$ cat config.mk
export PLATFORM = sky130hd
export DESIGN_NAME = seeg_session_sequencer
export DESIGN_NICKNAME = d
export VERILOG_FILES = /design/src/rtl/seeg_seq_pkg.sv /design/src/rtl/seeg_seq_tick.sv /design/src/rtl/seeg_session_sequencer.sv
export SDC_FILE = /design/constraint.sdc
export NUM_CORES = 2
export LEC_CHECK = 0
export ABC_CLOCK_PERIOD_IN_PS = 13400
export BUFFER_PORTS_ARGS = -buffer_cell sky130_fd_sc_hd__buf_4
export CORE_ASPECT_RATIO = 2
export CORE_MARGIN = 2
export CORE_UTILIZATION = 40
export DETAILED_ROUTE_END_ITERATION = 6
export PLACE_DENSITY_LB_ADDON = 0.2
export SYNTH_ARGS = -nofsm -noshare
export SYNTH_HDL_FRONTEND = slang
export SYNTH_HIERARCHICAL = 1
export SYNTH_SLANG_ARGS = --single-unit
$ cat constraint.sdc
create_clock -name aclk -period 13.4 [get_ports aclk]
set_input_delay 1.34 -clock aclk [delete_from_list [all_inputs] [get_ports aclk]]
set_output_delay 1.34 -clock aclk [all_outputs]
set_load 0.02 [all_outputs]
$ cat src/rtl/seeg_seq_pkg.sv
// seeg_seq_pkg: shared types for the session sequencer (step entry layout, FSM states, error codes)
package seeg_seq_pkg;
  localparam logic [1:0] AXI_OKAY = 2'b00;
  typedef struct packed {
    logic        last;
    logic [21:0] wait_ticks;
    logic        target;
    logic [7:0]  offset;
    logic [31:0] wdata;
  } step_t;
  typedef enum logic [2:0] {
    IDLE, FETCH, WRITE, BRESP,
`ifdef SEQ_READBACK_EN
    READ,
`endif
    WAIT, DONE, ERROR
  } state_t;
  typedef enum logic [1:0] {ERR_NONE, ERR_BRESP, ERR_TIMEOUT, ERR_READBACK} err_code_t;
  function automatic logic [31:0] step_addr(step_t s, logic [31:0] rhd_base, logic [31:0] rhs_base);
    return (s.target ? rhs_base : rhd_base) + {24'b0, s.offset};
  endfunction
endpackage

$ cat src/rtl/seeg_seq_tick.sv
// seeg_seq_tick: wait timer, TICK_DIV-cycle prescaler feeding a tick down-counter
//   clk, rst_n  clock / async active-low reset
//   load        restart the timer with ticks (prescaler phase cleared)
//   ticks       number of ticks to wait
//   expired     high in the final cycle of the wait (or whenever idle)
module seeg_seq_tick #(
  parameter int TICK_DIV = 100,
  parameter int TW = 22
) (
  input  logic          clk,
  input  logic          rst_n,
  input  logic          load,
  input  logic [TW-1:0] ticks,
  output logic          expired
);
  localparam int PW = TICK_DIV > 1 ? $clog2(TICK_DIV) : 1;
  logic [PW-1:0] pre;
  logic [TW-1:0] cnt;
  logic wrap;
  assign wrap = pre == PW'(TICK_DIV - 1);
  assign expired = cnt == '0 || (cnt == TW'(1) && wrap);
  always_ff @(posedge clk or negedge rst_n)
    if (!rst_n) begin
      pre <= '0;
      cnt <= '0;
    end else if (load) begin
      pre <= '0;
      cnt <= ticks;
    end else if (cnt != '0) begin
      pre <= wrap ? '0 : pre + 1'b1;
      if (wrap) cnt <= cnt - 1'b1;
    end
endmodule

$ cat src/rtl/seeg_session_sequencer.sv
// seeg_session_sequencer: table-driven AXI4-Lite write sequencer for the RHD/RHS controllers
//   Host side : cfg_we/cfg_idx/cfg_entry load the step table while idle; start/abort pulses;
//               busy, sticky done/err, err_code, step report progress.
//   AXI side  : single-outstanding AXI4-Lite master (AW/W/B, plus AR/R for readback).
//   Define SEQ_READBACK_EN to read back and compare every written register.
module seeg_session_sequencer
  import seeg_seq_pkg::*;
#(
  parameter int          DEPTH        = 32,
  parameter logic [31:0] RHD_BASE     = 32'h4000_0000,
  parameter logic [31:0] RHS_BASE     = 32'h4001_0000,
  parameter int          TICK_DIV     = 100,
  parameter int          RESP_TIMEOUT = 1024
) (
  input  logic                     aclk,
  input  logic                     aresetn,
  input  logic                     cfg_we,
  input  logic [$clog2(DEPTH)-1:0] cfg_idx,
  input  logic [63:0]              cfg_entry,
  input  logic                     start,
  input  logic                     abort,
  output logic                     busy,
  output logic                     done,
  output logic                     err,
  output logic [1:0]               err_code,
  output logic [$clog2(DEPTH)-1:0] step,
  output logic [31:0]              m_axi_awaddr,
  output logic                     m_axi_awvalid,
  input  logic                     m_axi_awready,
  output logic [2:0]               m_axi_awprot,
  output logic [31:0]              m_axi_wdata,
  output logic [3:0]               m_axi_wstrb,
  output logic                     m_axi_wvalid,
  input  logic                     m_axi_wready,
  input  logic [1:0]               m_axi_bresp,
  input  logic                     m_axi_bvalid,
  output logic                     m_axi_bready,
  output logic [31:0]              m_axi_araddr,
  output logic                     m_axi_arvalid,
  input  logic                     m_axi_arready,
  output logic [2:0]               m_axi_arprot,
  input  logic [31:0]              m_axi_rdata,
  input  logic [1:0]               m_axi_rresp,
  input  logic                     m_axi_rvalid,
  output logic                     m_axi_rready
);
  localparam int SW = $clog2(DEPTH);
  localparam int TMW = $clog2(RESP_TIMEOUT) + 1;
  state_t state;
  err_code_t code;
  step_t tbl [DEPTH];
  step_t ent, cur;
  logic [TMW-1:0] tmo;
  logic abort_q, ab, ok, adv, tick_load, expired, last_eff, tmo_hit, aw_fin, w_fin;
  always_ff @(posedge aclk)
    if (cfg_we && !busy) tbl[cfg_idx] <= step_t'(cfg_entry);
  assign cur = tbl[step];
  assign ab = abort | abort_q;
  assign last_eff = ent.last || step == SW'(DEPTH - 1);
  assign tmo_hit = tmo == TMW'(RESP_TIMEOUT - 1);
  assign aw_fin = !m_axi_awvalid || m_axi_awready;
  assign w_fin = !m_axi_wvalid || m_axi_wready;
  assign err_code = code;
  assign m_axi_awprot = 3'b000;
  assign m_axi_arprot = 3'b000;
  assign m_axi_wstrb = 4'hF;
  assign m_axi_rready = 1'b1;
`ifdef SEQ_READBACK_EN
  assign ok = state == READ && m_axi_rvalid && m_axi_rresp == AXI_OKAY && m_axi_rdata == ent.wdata;
`else
  logic rd_unused;
  assign rd_unused = ^{m_axi_arready, m_axi_rvalid, m_axi_rresp, m_axi_rdata};
  assign m_axi_araddr = '0;
  assign m_axi_arvalid = 1'b0;
  assign ok = state == BRESP && m_axi_bvalid && m_axi_bresp == AXI_OKAY;
`endif
  // A completed step either finishes now (zero wait) or hands off to the tick timer
  assign tick_load = ok && !ab && ent.wait_ticks != '0;
  assign adv = (ok && !ab && ent.wait_ticks == '0) || (state == WAIT && !ab && expired);
  seeg_seq_tick #(.TICK_DIV(TICK_DIV), .TW(22)) u_tick (
    .clk(aclk),
    .rst_n(aresetn),
    .load(tick_load),
    .ticks(ent.wait_ticks),
    .expired(expired)
  );
  always_ff @(posedge aclk or negedge aresetn)
    if (!aresetn) begin
      state <= IDLE;
      step <= '0;
      busy <= 1'b0;
      done <= 1'b0;
      err <= 1'b0;
      code <= ERR_NONE;
      abort_q <= 1'b0;
      tmo <= '0;
      ent <= '0;
      m_axi_awaddr <= '0;
      m_axi_awvalid <= 1'b0;
      m_axi_wdata <= '0;
      m_axi_wvalid <= 1'b0;
      m_axi_bready <= 1'b0;
`ifdef SEQ_READBACK_EN
      m_axi_araddr <= '0;
      m_axi_arvalid <= 1'b0;
`endif
    end else begin
      tmo <= tmo + 1'b1;
      if (busy && abort) abort_q <= 1'b1;
      case (state)
        IDLE, DONE, ERROR:
          if (start) begin
            state <= FETCH;
            step <= '0;
            busy <= 1'b1;
            done <= 1'b0;
            err <= 1'b0;
            code <= ERR_NONE;
            abort_q <= 1'b0;
          end else state <= IDLE;
        FETCH:
          if (ab) begin
            state <= IDLE;
            busy <= 1'b0;
          end else begin
            ent <= cur;
            m_axi_awaddr <= step_addr(cur, RHD_BASE, RHS_BASE);
            m_axi_wdata <= cur.wdata;
            m_axi_awvalid <= 1'b1;
            m_axi_wvalid <= 1'b1;
`ifdef SEQ_READBACK_EN
            m_axi_araddr <= step_addr(cur, RHD_BASE, RHS_BASE);
`endif
            tmo <= '0;
            state <= WRITE;
          end
        WRITE:
          if (aw_fin && w_fin) begin
            m_axi_awvalid <= 1'b0;
            m_axi_wvalid <= 1'b0;
            m_axi_bready <= 1'b1;
            tmo <= '0;
            state <= BRESP;
          end else if (tmo_hit) begin
            // Valids are withdrawn without a handshake; the slave is considered dead
            m_axi_awvalid <= 1'b0;
            m_axi_wvalid <= 1'b0;
            state <= ERROR;
            err <= 1'b1;
            busy <= 1'b0;
            code <= ERR_TIMEOUT;
          end else begin
            m_axi_awvalid <= m_axi_awvalid && !m_axi_awready;
            m_axi_wvalid <= m_axi_wvalid && !m_axi_wready;
          end
        BRESP:
          if (m_axi_bvalid) begin
            m_axi_bready <= 1'b0;
            if (m_axi_bresp != AXI_OKAY) begin
              state <= ERROR;
              err <= 1'b1;
              busy <= 1'b0;
              code <= ERR_BRESP;
            end
`ifdef SEQ_READBACK_EN
            else begin
              m_axi_arvalid <= 1'b1;
              tmo <= '0;
              state <= READ;
            end
`endif
          end else if (tmo_hit) begin
            m_axi_bready <= 1'b0;
            state <= ERROR;
            err <= 1'b1;
            busy <= 1'b0;
            code <= ERR_TIMEOUT;
          end
`ifdef SEQ_READBACK_EN
        READ:
          if (m_axi_rvalid) begin
            m_axi_arvalid <= 1'b0;
            if (m_axi_rresp != AXI_OKAY || m_axi_rdata != ent.wdata) begin
              state <= ERROR;
              err <= 1'b1;
              busy <= 1'b0;
              code <= m_axi_rresp != AXI_OKAY ? ERR_BRESP : ERR_READBACK;
            end
          end else if (tmo_hit) begin
            m_axi_arvalid <= 1'b0;
            state <= ERROR;
            err <= 1'b1;
            busy <= 1'b0;
            code <= ERR_TIMEOUT;
          end else m_axi_arvalid <= m_axi_arvalid && !m_axi_arready;
`endif
        WAIT:
          if (ab) begin
            state <= IDLE;
            busy <= 1'b0;
          end
        default: state <= IDLE;
      endcase
      // Successful step completion: an abort pending since mid-handshake lands here
      if (ok) begin
        if (ab) begin
          state <= IDLE;
          busy <= 1'b0;
        end else if (ent.wait_ticks != '0) state <= WAIT;
      end
      if (adv) begin
        if (last_eff) begin
          state <= DONE;
          done <= 1'b1;
          busy <= 1'b0;
        end else begin
          step <= step + 1'b1;
          state <= FETCH;
        end
      end
    end
endmodule

==> metrics.txt <==
placer congestion estimate 0.783; post-layout worst setup margin 8.83 ns; hold-fix buffers at CTS 0; CTS max path bufs 4; Max IR drop VDD 0.131 mV; drc violations 0; Layout area overhead 12.4%; Via density 5.72; slew at the pin closest to its max-slew limit 1.33 ns; global-route wire length before repair 311 mm; largest net degree at the start of global routing 127; CP Class flip-flop to flip-flop; Synth Instances 4114; vias in the first global route 43212; post-route ant nets 0; placement row count 238; status finished clean; final WL 216 mm; Syn Std Cell Area 84000 sq um; Initial Utilization 0.401; CP peak stage delay 1.06 ns; Layout Cells excl Fill 7249; dominant synthesized flop cell edfxtp_1; placed cells 6886; initial antenna violation count 13; core box area 209000 sq um; fraction of layout cells with a size suffix above 1 0.244; Top delay family on crit path buffers and inverters; post-CTS sizing 0; period utilization 0.341; Hold Crit Class flip-flop to flip-flop; Core Util, Final 0.451; arrival time worst endpoint 5.28 ns; CP required 14.11 ns; startpoint class of the critical path flip-flop; total track usage 0.202; Clock Tree Root clkbuf_16; Post-synth ARST share 0.0562; GRT overflow 0; crit path max fanout 126; Die ar. 214000 sq um; CTS tree done; Yosys warnings 6; worst slack, placed 8.38 ns; EDFF count, synth 2048; Fin Clk Skew 0.0399 ns; sequential share of the synthesized area 0.768; Bufs and invs on worst path 3; clk_lat worst skew 0.85 ns; number of placed I/O pins 236; Worst setup EP type flip-flop; CTS Buf Count 200; drt wl/cell 29.9 um; setup tns final 0 ns; post-synth cell types 73; fin. max-slew vios 0; Finish-stage setup viols 0; fmax 219 MHz; DR pass1 iterations 6; syn avg cell area 20.4 sq um; LEAKAGE 29.2 nW; fin crit period 4.57 ns; CP max stage cell dfrtp_4; Vias 41485; max-cap violations 0; CTS sink cnt 2170; initial DRC count 3949; die width 328 um; Layout Nets 4449; hpwl dp 111 mm; CP Cell Sequence buf_12 -> buf_12 -> buf_4 -> mux4_2 -> a211o_1 -> nand3_1 -> nand3_1; final hold viol count 0; RSZ-0062 raised after global routing no; Synth Register Bits 2170; I/O Buffers 133; Setup Buffers After CTS 0; pwr/cell area 155 nW/um^2; H-tree levels 4; Worst slew margin 0.107; Die Ht 652 um; clock slew at reported path FFs 0.07 ns
[layer usage]
metal	GRT usage	wire length, um
met1	0.263	87200
met2	0.354	113000
met3	0.0284	11000
met4	0.0535	5510
met5	0	88
[flip-flops by register name, indices dropped and copies added (netlist names), 2 cells and up]
name and count:
tmo 11, m_axi_awaddr 10, step 5, u_tick/pre 7, u_tick/cnt 22, m_axi_wdata 32
ent 23, state 3, tbl 2048, err_code 2
[cell usage in the layout (no fill, tap or decap), drive strengths merged, types with 10 or more instances in the layout]
master / synthesis / final
edfxtp: 2048 / 2048
mux4: 502 / 502
nand2: 345 / 345
clkbuf: 87 / 264
buf: 199 / 234
nand3: 152 / 152
nor2: 125 / 125
dfrtp: 122 / 122
clkinv: 2 / 75
a21oi: 67 / 67
conb: 2 / 66
a211o: 56 / 56
a221oi: 56 / 56
a31oi: 45 / 45
mux2i: 27 / 27
o21ai: 26 / 26
inv: 14 / 21
nand4: 18 / 18
nor3: 18 / 18
o2111ai: 17 / 17
nor4: 16 / 16
or4: 13 / 13
bufinv: 0 / 12
xnor2: 11 / 11
or3: 10 / 10
[worst reg2reg max path: stages, from the launching register on]
cell     delay, ns
dfrtp_4       1.06
buf_12        0.70
buf_12        0.66
buf_4         1.03
mux4_2        0.48
a211o_1       0.30
nand3_1       0.14
nand3_1       0.09
[per-stage QoR]
stage                     cell area [sq um]  hold WS [ns]  total power, mW
after floorplan                       84300         0.433             8.57
after global placement                88200         0.446             9.22
after detailed placement              88200         0.457             9.25
after CTS                             94400         0.475             14.8
after global routing                  94500         0.485             15.1
final                                 94500         0.469             14.6
[cell type report]
type	count	area, sq um
fill	17745	115000
multi-input combinational	1706	18200
antenna	2	5.00
inverter	16	65.1
clock buffer	264	5470
tap	2760	3450
clock inverter	97	820
timing repair buffer	234	1850
sequential	2170	64600
[cell usage after synthesis (10+ instances only)]
cell type / instances / area, sq um
o2111ai_1: 17 / 149
a31oi_1: 45 / 282
nand4_1: 18 / 113
edfxtp_1: 2048 / 61500
buf_6: 28 / 315
buf_2: 66 / 330
dfrtp_1: 122 / 3050
o21ai_0: 21 / 105
mux4_2: 502 / 11300
buf_1: 15 / 56.3
or4_1: 10 / 75.1
a21oi_1: 67 / 335
nor3_1: 15 / 75.1
inv_1: 13 / 48.8
nand3_1: 152 / 761
a211o_1: 56 / 490
nor4_1: 14 / 87.6
nor2_1: 124 / 465
buf_4: 90 / 676
a221oi_1: 56 / 490
nand2_1: 345 / 1290
clkbuf_1: 87 / 327
mux2i_1: 27 / 270
xnor2_1: 11 / 96.3
[logic make-up (layout without fill, tap and decap cells)]
| logic type | count (synthesis) | in the layout | synth area share |
|---|---|---|---|
| buffers and inverters | 302 | 611 | 0.0210 |
| AND/OR/NAND/NOR | 745 | 745 | 0.0404 |
| AO/OA/AOI/OAI | 333 | 333 | 0.0286 |
| other | 2 | 68 | 0.0000894 |
| multiplexers | 536 | 536 | 0.139 |
| adder cells (fa/ha/maj) | 6 | 6 | 0.000893 |
| XOR/XNOR | 20 | 20 | 0.00208 |
| flip-flops | 2170 | 2170 | 0.768 |
[report_power, final]
group          internal (mW)  total, mW  switching [mW]
registers               7.62       7.86           0.239
logic                  0.395       1.23           0.831
clock network           3.10       5.55            2.44
[worst paths after layout]
| kind | startpoint | endpoint | slack (ns) | cells after the start |
|---|---|---|---|---|
| max | step[1]$_DFF_PN0_ | m_axi_wdata[16]$_DFFE_PN0P_ | 8.83 | 7 |
| max reg2reg | step[1]$_DFF_PN0_ | m_axi_wdata[16]$_DFFE_PN0P_ | 8.83 | 7 |
| min in group asynchronous | aresetn | abort_q$_DFF_PN0_ | 0.58 | 1 |
| max in group asynchronous | aresetn | m_axi_wdata[8]$_DFFE_PN0P_ | 10.86 | 3 |
| min reg2reg | m_axi_awaddr[30]$_DFFE_PN0P_ | m_axi_awaddr[30]$_DFFE_PN0P_ | 0.47 | 1 |
| min | m_axi_awaddr[30]$_DFFE_PN0P_ | m_axi_awaddr[30]$_DFFE_PN0P_ | 0.47 | 1 |
No activity file was read; power rests on OpenSTA's default activity.
